## src/rtl/uart_tx_arbiter.sv

```systemverilog
// Round-robin framer that shares one byte-wide UART TX between N payload sources.
// Each granted burst goes out as 0x55, port ID, payload (at most MAX_LEN bytes), 0xAA.
module uart_tx_arbiter #(
    parameter int N       = 2,
    parameter int MAX_LEN = 64
) (
    input  logic             clk,
    input  logic             rst_n,
    input  logic [N-1:0]     req_valid,
    input  logic [8*N-1:0]   req_data,
    input  logic [N-1:0]     req_last,
    output logic [N-1:0]     req_ready,
    input  logic             tx_busy,
    output logic             tx_start,
    output logic [7:0]       tx_data,
    output logic [N-1:0]     grant,
    output logic             frag_pulse,
    output logic [2:0]       state_dbg
);

    localparam int IDXW = (N > 1) ? $clog2(N) : 1;
    localparam logic [8:0] LEN_LAST = 9'(MAX_LEN - 1);

    typedef enum logic [2:0] {
        S_IDLE = 3'd0,
        S_SOF  = 3'd1,
        S_ID   = 3'd2,
        S_DATA = 3'd3,
        S_EOF  = 3'd4
    } state_t;

    state_t          state;
    logic [IDXW-1:0] rr_ptr;
    logic [IDXW-1:0] gidx;
    logic [8:0]      len;

    logic            can_send;
    logic            found;
    logic [IDXW-1:0] pick;
    logic [N-1:0]    pick_onehot;
    logic [7:0]      sel_data;
    int              arb_j;

    assign state_dbg = state;

    // tx_start masks the single cycle before the UART raises tx_busy.
    assign can_send = !tx_busy && !tx_start;

    // Source handshake: a byte of port i moves on the rising edge where
    // req_valid[i] & req_ready[i]; the source holds data/last stable while valid
    // is high and not yet accepted. Only the owning port sees ready, in DATA.
    always_comb begin
        req_ready = '0;
        if (state == S_DATA) begin
            req_ready[gidx] = can_send && req_valid[gidx];
        end
    end

    assign sel_data = req_data[{gidx, 3'b000} +: 8];

    // First requester at or after rr_ptr, scanning upward with wrap.
    always_comb begin
        found       = 1'b0;
        pick        = '0;
        pick_onehot = '0;
        arb_j       = 0;
        for (int i = 0; i < N; i++) begin
            arb_j = int'(rr_ptr) + i;
            if (arb_j >= N) begin
                arb_j = arb_j - N;
            end
            if (!found && req_valid[arb_j]) begin
                found = 1'b1;
                pick  = arb_j[IDXW-1:0];
            end
        end
        pick_onehot[pick] = 1'b1;
    end

    always_ff @(posedge clk or negedge rst_n) begin
        if (!rst_n) begin
            state      <= S_IDLE;
            rr_ptr     <= '0;
            gidx       <= '0;
            len        <= '0;
            grant      <= '0;
            tx_start   <= 1'b0;
            tx_data    <= 8'h00;
            frag_pulse <= 1'b0;
        end else begin
            tx_start   <= 1'b0;
            frag_pulse <= 1'b0;
            case (state)
                S_IDLE: begin
                    if (found) begin
                        gidx  <= pick;
                        grant <= pick_onehot;
                        len   <= '0;
                        state <= S_SOF;
                    end
                end
                S_SOF: begin
                    if (can_send) begin
                        tx_start <= 1'b1;
                        tx_data  <= 8'h55;
                        state    <= S_ID;
                    end
                end
                S_ID: begin
                    if (can_send) begin
                        tx_start <= 1'b1;
                        tx_data  <= {{(8-IDXW){1'b0}}, gidx};
                        state    <= S_DATA;
                    end
                end
                S_DATA: begin
                    if (can_send && req_valid[gidx]) begin
                        tx_start <= 1'b1;
                        tx_data  <= sel_data;
                        len      <= len + 9'd1;
                        if (req_last[gidx]) begin
                            state <= S_EOF;
                        end else if (len == LEN_LAST) begin
                            state      <= S_EOF;
                            frag_pulse <= 1'b1;
                        end
                    end
                end
                S_EOF: begin
                    if (can_send) begin
                        tx_start <= 1'b1;
                        tx_data  <= 8'hAA;
                        rr_ptr   <= (gidx == IDXW'(N - 1)) ? '0 : gidx + 1'b1;
                        grant    <= '0;
                        state    <= S_IDLE;
                    end
                end
                default: state <= S_IDLE;
            endcase
        end
    end

endmodule

```

## config.mk

```make
export PLATFORM = sky130hd
export DESIGN_NAME = uart_tx_arbiter
export DESIGN_NICKNAME = d
export VERILOG_FILES = /design/src/rtl/uart_tx_arbiter.sv
export SDC_FILE = /design/constraint.sdc
export NUM_CORES = 1
export LEC_CHECK = 0
export CAP_MARGIN = 10
export CELL_PAD_IN_SITES_DETAIL_PLACEMENT = 2
export CELL_PAD_IN_SITES_GLOBAL_PLACEMENT = 2
export CORE_MARGIN = 2
export CORE_UTILIZATION = 25
export CTS_BUF_LIST = sky130_fd_sc_hd__clkbuf_16
export DETAILED_ROUTE_END_ITERATION = 10
export PLACE_DENSITY = 0.8
export SETUP_SLACK_MARGIN = 0.02
export SYNTH_ARGS = -nofsm -noshare
export SYNTH_HDL_FRONTEND = slang
export SYNTH_SLANG_ARGS = --single-unit
```

## constraint.sdc

```tcl
create_clock -name clk -period 1.6 [get_ports clk]
set_input_delay 0.4 -clock clk [delete_from_list [all_inputs] [get_ports clk]]
set_output_delay 0.4 -clock clk [all_outputs]
set_load 0.01 [all_outputs]
```

==> reports/summary.json, run 1 <==
{
  "total_leakage_power_uw": 0.00124,
  "multi_input_area_sq_um": 990,
  "yosysWarningCount": 0,
  "synth_most_common_cell": "dfrtp_1",
  "n_fill_cell": 575,
  "postLayoutCellArea_sq_um": 2690,
  "worst_slew_pin_slew_ns": 0.471,
  "initial_core_utilization_pct": 26.2,
  "syn-mean-instance-area_sq_um": 9.42,
  "max_freq_mhz": 539,
  "violations": "setup timing",
  "timing.hold.worst_endpoint": "tx_data[2]",
  "dr.pass1.iters": 4,
  "die_area_sq_um": 6470,
  "synth_fp_nets": 179,
  "wl_per_cell_um": 25.1,
  "seq_area_frac_synth_pct": 44.6,
  "cts-htree-levels": 1,
  "globalRoute.busiestLayer": "met2",
  "vias_after_detailed_routing": 1698,
  "drt-vias-per-instance": 5.36,
  "route.detailed.drc": 0,
  "grt_util_met3_pct": 3.03,
  "totalNegativeSetupSlack_ns": -3.57,
  "hold_violations": 0,
  "max-clock-path-buffers": 2,
  "yosysUniqueCellTypes": 44,
  "global_route.overflow_total": 0,
  "tritoncts": "yes",
  "grt_max_degree": 27,
  "drtIter0Drc": 101,
  "drive_above_1_share_pct": 45.3,
  "die_y_um": 80.4,
  "fin_worst_hold_slack_ns": 0.492,
  "synth_seq_cells": 26,
  "synth_top_area_cell": "dfrtp_1",
  "dpl-instance-area_sq_um": 2240,
  "timing.final.ws_setup_ns": -0.256,
  "worst_r2r_endpoint": "len[5]",
  "fin_skew_ns": 0.00187,
  "core_area_sq_um": 5570,
  "placement_rows": 27,
  "io_pins": 40,
  "reg2reg_slack_ns": -0.26,
  "total_power_uw": 4780,
  "clock_latency_ns": 0.27,
  "outcome": "finished, violations left",
  "worst_ep_required_ns": 1.81,
  "groute.layer.met2.usage_pct": 42.9,
  "port_buffers": 39,
  "worstSetupEndpointType": "flop",
  "maximum_resistive_drop_on_vdd_mv": 0.730,
  "grt_pass1_vias": 1902,
  "synth.cells.most_frequent": "dfrtp_1, nand2_1, o21ai_0",
  "synth_enable_flop_cells": 0,
  "maxCapViolations": 0,
  "cts.root.buffer_cell": "clkbuf_16",
  "rr_worst_depth": 5,
  "yosysTopAreaCellShare_pct": 44.6,
  "final-max-slew-violation-count": 0,
  "sequential_cell_area_sq_um": 651,
  "place_inst": 297,
  "width_of_the_die_um": 80.4,
  "fin_crit_sh_pct": 116,
  "r2r_start": "state_dbg[2]",
  "num_antenna_cells": 0,
  "grt_setup_unrepaired": "true",
  "path_clk_slew_ns": 0.07,
  "timing.critical_path.arrival_ns": 2.06,
  "postSynth.topFlopCell": "dfrtp_1",
  "syn-cell-area_sq_um": 1460,
  "global_route.usage.met1_pct": 27.6,
  "timing.critical_path.slowest_cell_delay_ns": 0.55,
  "critical_path.max_fanout": 6,
  "grt_antenna_before_repair": 0,
  "worst-setup-path-type": "flop to flop",
  "power.density_nw_per_um2": 1770,
  "area_growth_syn_to_layout_pct": 84.5,
  "final-instance-count-excl-fill": 317,
  "fin_nets": 270,
  "finalSetupViolCount": 21,
  "clkSinkCount": 26,
  "postRouteAntennaNets": 0,
  "async_reset_ff_share_pct": 100,
  "gp_congestion": 0.777,
  "synthCells": 155,
  "hp-start": "tx_data[2]",
  "worst_path_max_delay_cell": "or4_4",
  "startpoint_type": "flop",
  "worst_slew_margin_rel_pct": 67.8,
  "global_route_wire_length_before_repair_mm": 11.0,
  "numCtsBuffers": 3,
  "hold-path-cell-count": 2,
  "hold_path_class": "flop to flop",
  "totalWireLength_mm": 7.95,
  "groute.usage.overall_pct": 23.3,
  "cp_cell_sequence": "buf_6 > nand3b_1 > or4_4 > or3_4 > a21oi_2",
  "detailed_place_hpwl_mm": 4.00,
  "min_period_ns": 1.86,
  "ys_top_cells_by_area": "dfrtp_1, nand2_1, mux2_2"
}
==> area by class of cell <==
| type | count | share of cell area [%] |
|---|---|---|
| Sequential cell | 26 | 24.2 |
| Clock inverter | 1 | 0.139 |
| Tap cell | 72 | 3.34 |
| Inverter | 4 | 0.557 |
| Timing Repair Buffer | 94 | 32.3 |
| Multi-Input combinational cell | 117 | 36.7 |
| Clock buffer | 3 | 2.79 |
==> where the power goes <==
group          total (uW)  switching (uW)  internal (uW)
clock network         605             268            337
logic                3120            1570           1550
registers            1050             185            869
==> cell usage in the layout, fill, tap and decap left out, types with 3 or more instances in the layout <==
cell / count
dlymetal6s2s_1: 7
nor3_1: 3
a21oi_1: 8
inv_1: 3
a21oi_2: 3
nand3_1: 4
clkdlybuf4s50_1: 20
dfrtp_1: 26
nand2_1: 19
o21ai_1: 5
buf_6: 9
mux2_2: 7
nor2_4: 4
o21ai_0: 6
nand2_2: 6
dlygate4sd2_1: 8
buf_4: 45
clkbuf_16: 3
nand2b_1: 3
==> per-layer routing <==
metal / up-vias / wire (um)
li1: 758 / -
met1: 883 / 3280
met2: 40 / 4310
met3: 17 / 142
met4: 0 / 213
met5: - / 0
==> flip-flops by register name (all words and copies together), names as in the netlist <==
| register | cells |
|---|---|
| tx_start | 1 |
| gidx | 1 |
| grant | 2 |
| rr_ptr | 1 |
| frag_pulse | 1 |
| state_dbg | 3 |
| len | 9 |
| tx_data | 8 |
==> stage by stage <==
step	util (%)	setup slack (ns)
floorplan	-	-0.129
global placement	40.2	-0.632
detailed placement	40.2	-0.664
CTS	45.8	-0.264
global route	48.3	-0.305
finish	48.3	-0.256
==> worst max-delay path by stage <==
stage | from | endpoint | slack [ns] | depth (start not counted)
floorplan | tx_start | len[5] | -0.13 | 5
global placement | tx_busy | req_ready[0] | -0.63 | 5
detailed placement | tx_busy | req_ready[0] | -0.66 | 5
CTS | state_dbg[2] | len[5] | -0.26 | 5
global route | state_dbg[2] | len[5] | -0.30 | 5
finish | state_dbg[2] | len[5] | -0.26 | 5
==> worst max-delay path, delay by kind of cell (launching register included) <==
kind,cells,cell delay [ns]
AND/OR/NAND/NOR,3,1.15
flip-flops,1,0.40
buffers and inverters,1,0.13
AO/OA/AOI/OAI,1,0.12
==> what timing repair did <==
action                     4_1_cts  5_1_grt
buffers inserted                11        5
gates resized for setup         51       40
pin swaps                       11       12
hold buffers                     0        0
setup endpoints to repair       31       32
cloned                           2        0
==> logic make-up (layout without fill, tap and decap cells) <==
kind of cell | after synthesis | in the layout | synth area share, %
multiplexers | 11 | 11 | 9.08
flip-flops | 26 | 26 | 44.6
buffers and inverters | 12 | 102 | 4.03
adder cells (fa/ha/maj) | 1 | 1 | 0.857
AO/OA/AOI/OAI | 41 | 41 | 18.1
AND/OR/NAND/NOR | 61 | 61 | 21.6
XOR/XNOR | 3 | 3 | 1.80
Note: power is estimated with default switching activity, not from simulation.
==> run 2, diff against run 1 <==
--- a/config.mk
+++ b/config.mk
@@ -14,6 +14,7 @@
 export DETAILED_ROUTE_END_ITERATION = 10
 export PLACE_DENSITY = 0.8
 export SETUP_SLACK_MARGIN = 0.02
+export SLEW_MARGIN = 20
 export SYNTH_ARGS = -nofsm -noshare
 export SYNTH_HDL_FRONTEND = slang
 export SYNTH_SLANG_ARGS = --single-unit
==> results of run 2 <==
Final layout, timing and power as in run 1 (identical DEF).
==> run 3, diff against run 2 <==
--- a/config.mk
+++ b/config.mk
@@ -12,7 +12,8 @@
 export CORE_UTILIZATION = 25
 export CTS_BUF_LIST = sky130_fd_sc_hd__clkbuf_16
 export DETAILED_ROUTE_END_ITERATION = 10
-export PLACE_DENSITY = 0.8
+export GPL_TIMING_DRIVEN = 0
+export PLACE_DENSITY = 0.85
 export SETUP_SLACK_MARGIN = 0.02
 export SLEW_MARGIN = 20
 export SYNTH_ARGS = -nofsm -noshare
==> run 3 against run 2 <==
  * The flow still finishes with violations (setup timing)
  * Combinational power down 12%
  * Via count decreased by 9.7%
  * Cell area is 7.4% lower
  * Global-route usage fell by 4.2 points
  * Critical path type unchanged
  * Largest power group unchanged
==> reports/summary.json, run 3 (synthesized netlist as in run 1, its figures left out) <==
{
  "outcome": "finished, violations left",
  "violations": "setup timing",
  "groute.usage.overall": {"value": 19.1, "unit": "%", "change": "-4.2 points"},
  "fin_crit_sh": {"value": 119, "unit": "%", "change": "+3.2 points"},
  "reg2reg_slack": {"value": -0.31, "unit": "ns", "change": "-0.05 ns"},
  "power.density": {"value": 1850, "unit": "nW/um^2", "change": "+4.2%"},
  "final-max-slew-violation-count": {"value": 0, "change": "unchanged"},
  "hold_violations": {"value": 0, "change": "unchanged"},
  "detailed_place_hpwl": {"value": 3.36, "unit": "mm", "change": "-16%"},
  "cp_cell_sequence": "buf_4 > nand3b_1 > or4_4 > or3_4 > a21oi_2",
  "cts.root.buffer_cell": "clkbuf_16",
  "n_fill_cell": {"value": 585, "change": "+1.7%"},
  "numCtsBuffers": {"value": 3, "change": "unchanged"},
  "hold_path_class": "input port to async pin",
  "timing.final.ws_setup": {"value": -0.307, "unit": "ns", "change": "-0.0511 ns"},
  "drtIter0Drc": {"value": 43, "change": "-57%"},
  "total_leakage_power": {"value": 0.00112, "unit": "uW", "change": "-9.2%"},
  "cts-htree-levels": {"value": 1, "change": "unchanged"},
  "multi_input_area": {"value": 958, "unit": "sq um", "change": "-3.2%"},
  "gp_congestion": {"value": 0.759, "change": "-2.4%"},
  "path_clk_slew": {"value": 0.08, "unit": "ns", "change": "about the same"},
  "wl_per_cell": {"value": 23.1, "unit": "um", "change": "-7.7%"},
  "die_area": {"value": 6470, "unit": "sq um", "change": "unchanged"},
  "worst-setup-path-type": "flop to flop",
  "max-clock-path-buffers": {"value": 2, "change": "unchanged"},
  "placement_rows": {"value": 27, "change": "unchanged"},
  "grt_antenna_before_repair": {"value": 0, "change": "unchanged"},
  "dpl-instance-area": {"value": 1990, "unit": "sq um", "change": "-11%"},
  "worst_ep_required": {"value": 1.80, "unit": "ns", "change": "about the same"},
  "worst_slew_margin_rel": {"value": 58.5, "unit": "%", "change": "-9.2 points"},
  "maxCapViolations": {"value": 0, "change": "unchanged"},
  "total_switching_power": {"value": 1900, "unit": "uW", "change": "-6.0%"},
  "drt-vias-per-instance": {"value": 5.31, "change": "-0.91%"},
  "postLayoutCellArea": {"value": 2490, "unit": "sq um", "change": "-7.4%"},
  "largest_register": "len",
  "critical_path.max_fanout": {"value": 6, "change": "unchanged"},
  "io_pins": {"value": 40, "change": "unchanged"},
  "fin_nets": {"value": 242, "change": "-10%"},
  "port_buffers": {"value": 39, "change": "unchanged"},
  "grt_max_degree": {"value": 27, "change": "unchanged"},
  "cp_top_family": "simple AND/OR/NAND/NOR gates",
  "min_period": {"value": 1.91, "unit": "ns", "change": "+0.0511 ns"},
  "route.detailed.drc": {"value": 0, "change": "unchanged"},
  "worst_path_max_delay_cell": "or4_4",
  "worstSetupEndpointType": "flop",
  "global_route.overflow_total": {"value": 0, "change": "unchanged"},
  "dr.pass1.iters": {"value": 4, "change": "unchanged"},
  "worst_slew_pin_slew": {"value": 0.622, "unit": "ns", "change": "+0.151 ns"},
  "pwr-share-comb": {"value": 59.8, "unit": "%", "change": "-5.5 points"},
  "finalSetupViolCount": {"value": 21, "change": "unchanged"},
  "initial_core_utilization": {"value": 26.2, "unit": "%", "change": "unchanged"},
  "drive_above_1_share": {"value": 38.2, "unit": "%", "change": "-7.1 points"},
  "area_growth_syn_to_layout_pct": 70.9,
  "maximum_resistive_drop_on_vdd": {"value": 0.643, "unit": "mV", "change": "-12%"},
  "totalWireLength": {"value": 6.68, "unit": "mm", "change": "-16%"},
  "width_of_the_die": {"value": 80.4, "unit": "um", "change": "unchanged"},
  "core_area": {"value": 5570, "unit": "sq um", "change": "unchanged"},
  "tritoncts": "yes",
  "num_antenna_cells": {"value": 0, "change": "unchanged"},
  "grt_pass1_vias": {"value": 1643, "change": "-14%"},
  "netSwitchingFraction": {"value": 41.2, "unit": "%", "change": "-1.1 points"},
  "clkSinkCount": {"value": 26, "change": "unchanged"},
  "timing.critical_path.slowest_cell_delay": {"value": 0.62, "unit": "ns", "change": "+0.07 ns"},
  "fin_skew": {"value": 0.0116, "unit": "ns", "change": "+0.00973 ns"},
  "holdBufCountCts": {"value": 0, "change": "unchanged"},
  "max_freq": {"value": 524, "unit": "MHz", "change": "-2.7%"},
  "final_cell_mix": "dfrtp_1, clkdlybuf4s50_1, nand2_1",
  "portion_of_total_power_attributed_to_the_clock_network": {"value": 16.7, "unit": "%", "change": "+4.0 points"},
  "timing.critical_path.arrival": {"value": 2.10, "unit": "ns", "change": "+0.04 ns"},
  "vias_after_detailed_routing": {"value": 1534, "change": "-9.7%"},
  "sequential_cell_area": {"value": 653, "unit": "sq um", "change": "+0.38%"},
  "mostFrequentLayoutCell": "dfrtp_1",
  "largest_register_ff_count": {"value": 9, "change": "unchanged"},
  "die_y": {"value": 80.4, "unit": "um", "change": "unchanged"},
  "fin_util": {"value": 44.8, "unit": "%", "change": "-3.6 points"},
  "startpoint_type": "flop",
  "postRouteAntennaNets": {"value": 0, "change": "unchanged"},
  "power.internal": {"value": 2710, "unit": "uW", "change": "-1.6%"},
  "global_route_wire_length_before_repair": {"value": 9.14, "unit": "mm", "change": "-17%"},
  "clock_latency": {"value": 0.28, "unit": "ns", "change": "about the same"},
  "path_buf_inv": {"value": 1, "change": "unchanged"},
  "grt_setup_unrepaired": "true",
  "seq_power_share": {"value": 23.4, "unit": "%", "change": "+1.3 points"}
}
==> run 3: what timing repair did <==
action | 4_1_cts | 5_1_grt
buffers inserted | 14 | 4
setup endpoints to repair | 35 | 34
cloned | 0 | 1
gates resized for setup | 41 | 50
pin swaps | 7 | 16
==> run 3: worst register-to-register path, delay by kind of cell, from the launching register on <==
kind / cells / cell delay [ns]
simple gates: 3 / 1.19
flops: 1 / 0.39
buf+inv: 1 / 0.14
compound gates: 1 / 0.13
==> run 3: worst paths after layout <==
check                                  start      endpoint  depth (start not counted)
worst max-delay path            state_dbg[2]        len[7]                          5
worst min-delay path                   rst_n        len[0]                          1
worst max register to register  state_dbg[2]        len[7]                          5
worst min register to register    tx_data[2]    tx_data[2]                          2
max in group asynchronous              rst_n  state_dbg[1]                          1
min in group clk                  tx_data[2]    tx_data[2]                          2
==> run 3: power groups by stage <==
stage,clock (uW),sequential (uW),combinational [uW]
2_1_floorplan,0,1090,1030
5_1_grt,801,1110,2930
3_5_place_dp,0,1050,1810
4_1_cts,756,1040,2160
6_report,771,1080,2760
3_3_place_gp,0,1040,1740
==> run 3: per-layer routing <==
metal / vias to the layer above / share of wire [%] / global-route usage [%]
met5: - / 0 / 0
met4: 0 / 1.9 / 7.29
met3: 9 / 3.7 / 2.36
met2: 49 / 56 / 34.8
met1: 785 / 39 / 22.8
li1: 691 / - / -
==> run 3: metrics by stage <==
stage	TNS [ns]	std cells	hold WS [ns]	total power (uW)	setup WS, ns
6_report	-3.33	289	0.133	4610	-0.307
5_1_grt	-4.68	289	0.182	4840	-0.366
4_1_cts	-2.19	284	0.171	3960	-0.280
3_5_place_dp	-16.05	266	0.452	2860	-1.01
3_3_place_gp	-21.06	266	0.464	2780	-0.956
2_1_floorplan	-0.475	155	0.104	2120	-0.129
==> run 3: layout make-up <==
type	instances	share of cell area, %
Multi-Input combinational cell	117	38.4
Sequential cell	26	26.2
Timing Repair Buffer	58	23.2
Buffer	8	3.81
Tap cell	72	3.61
Clock buffer	3	3.01
Clock inverter	1	1.20
Inverter	4	0.602
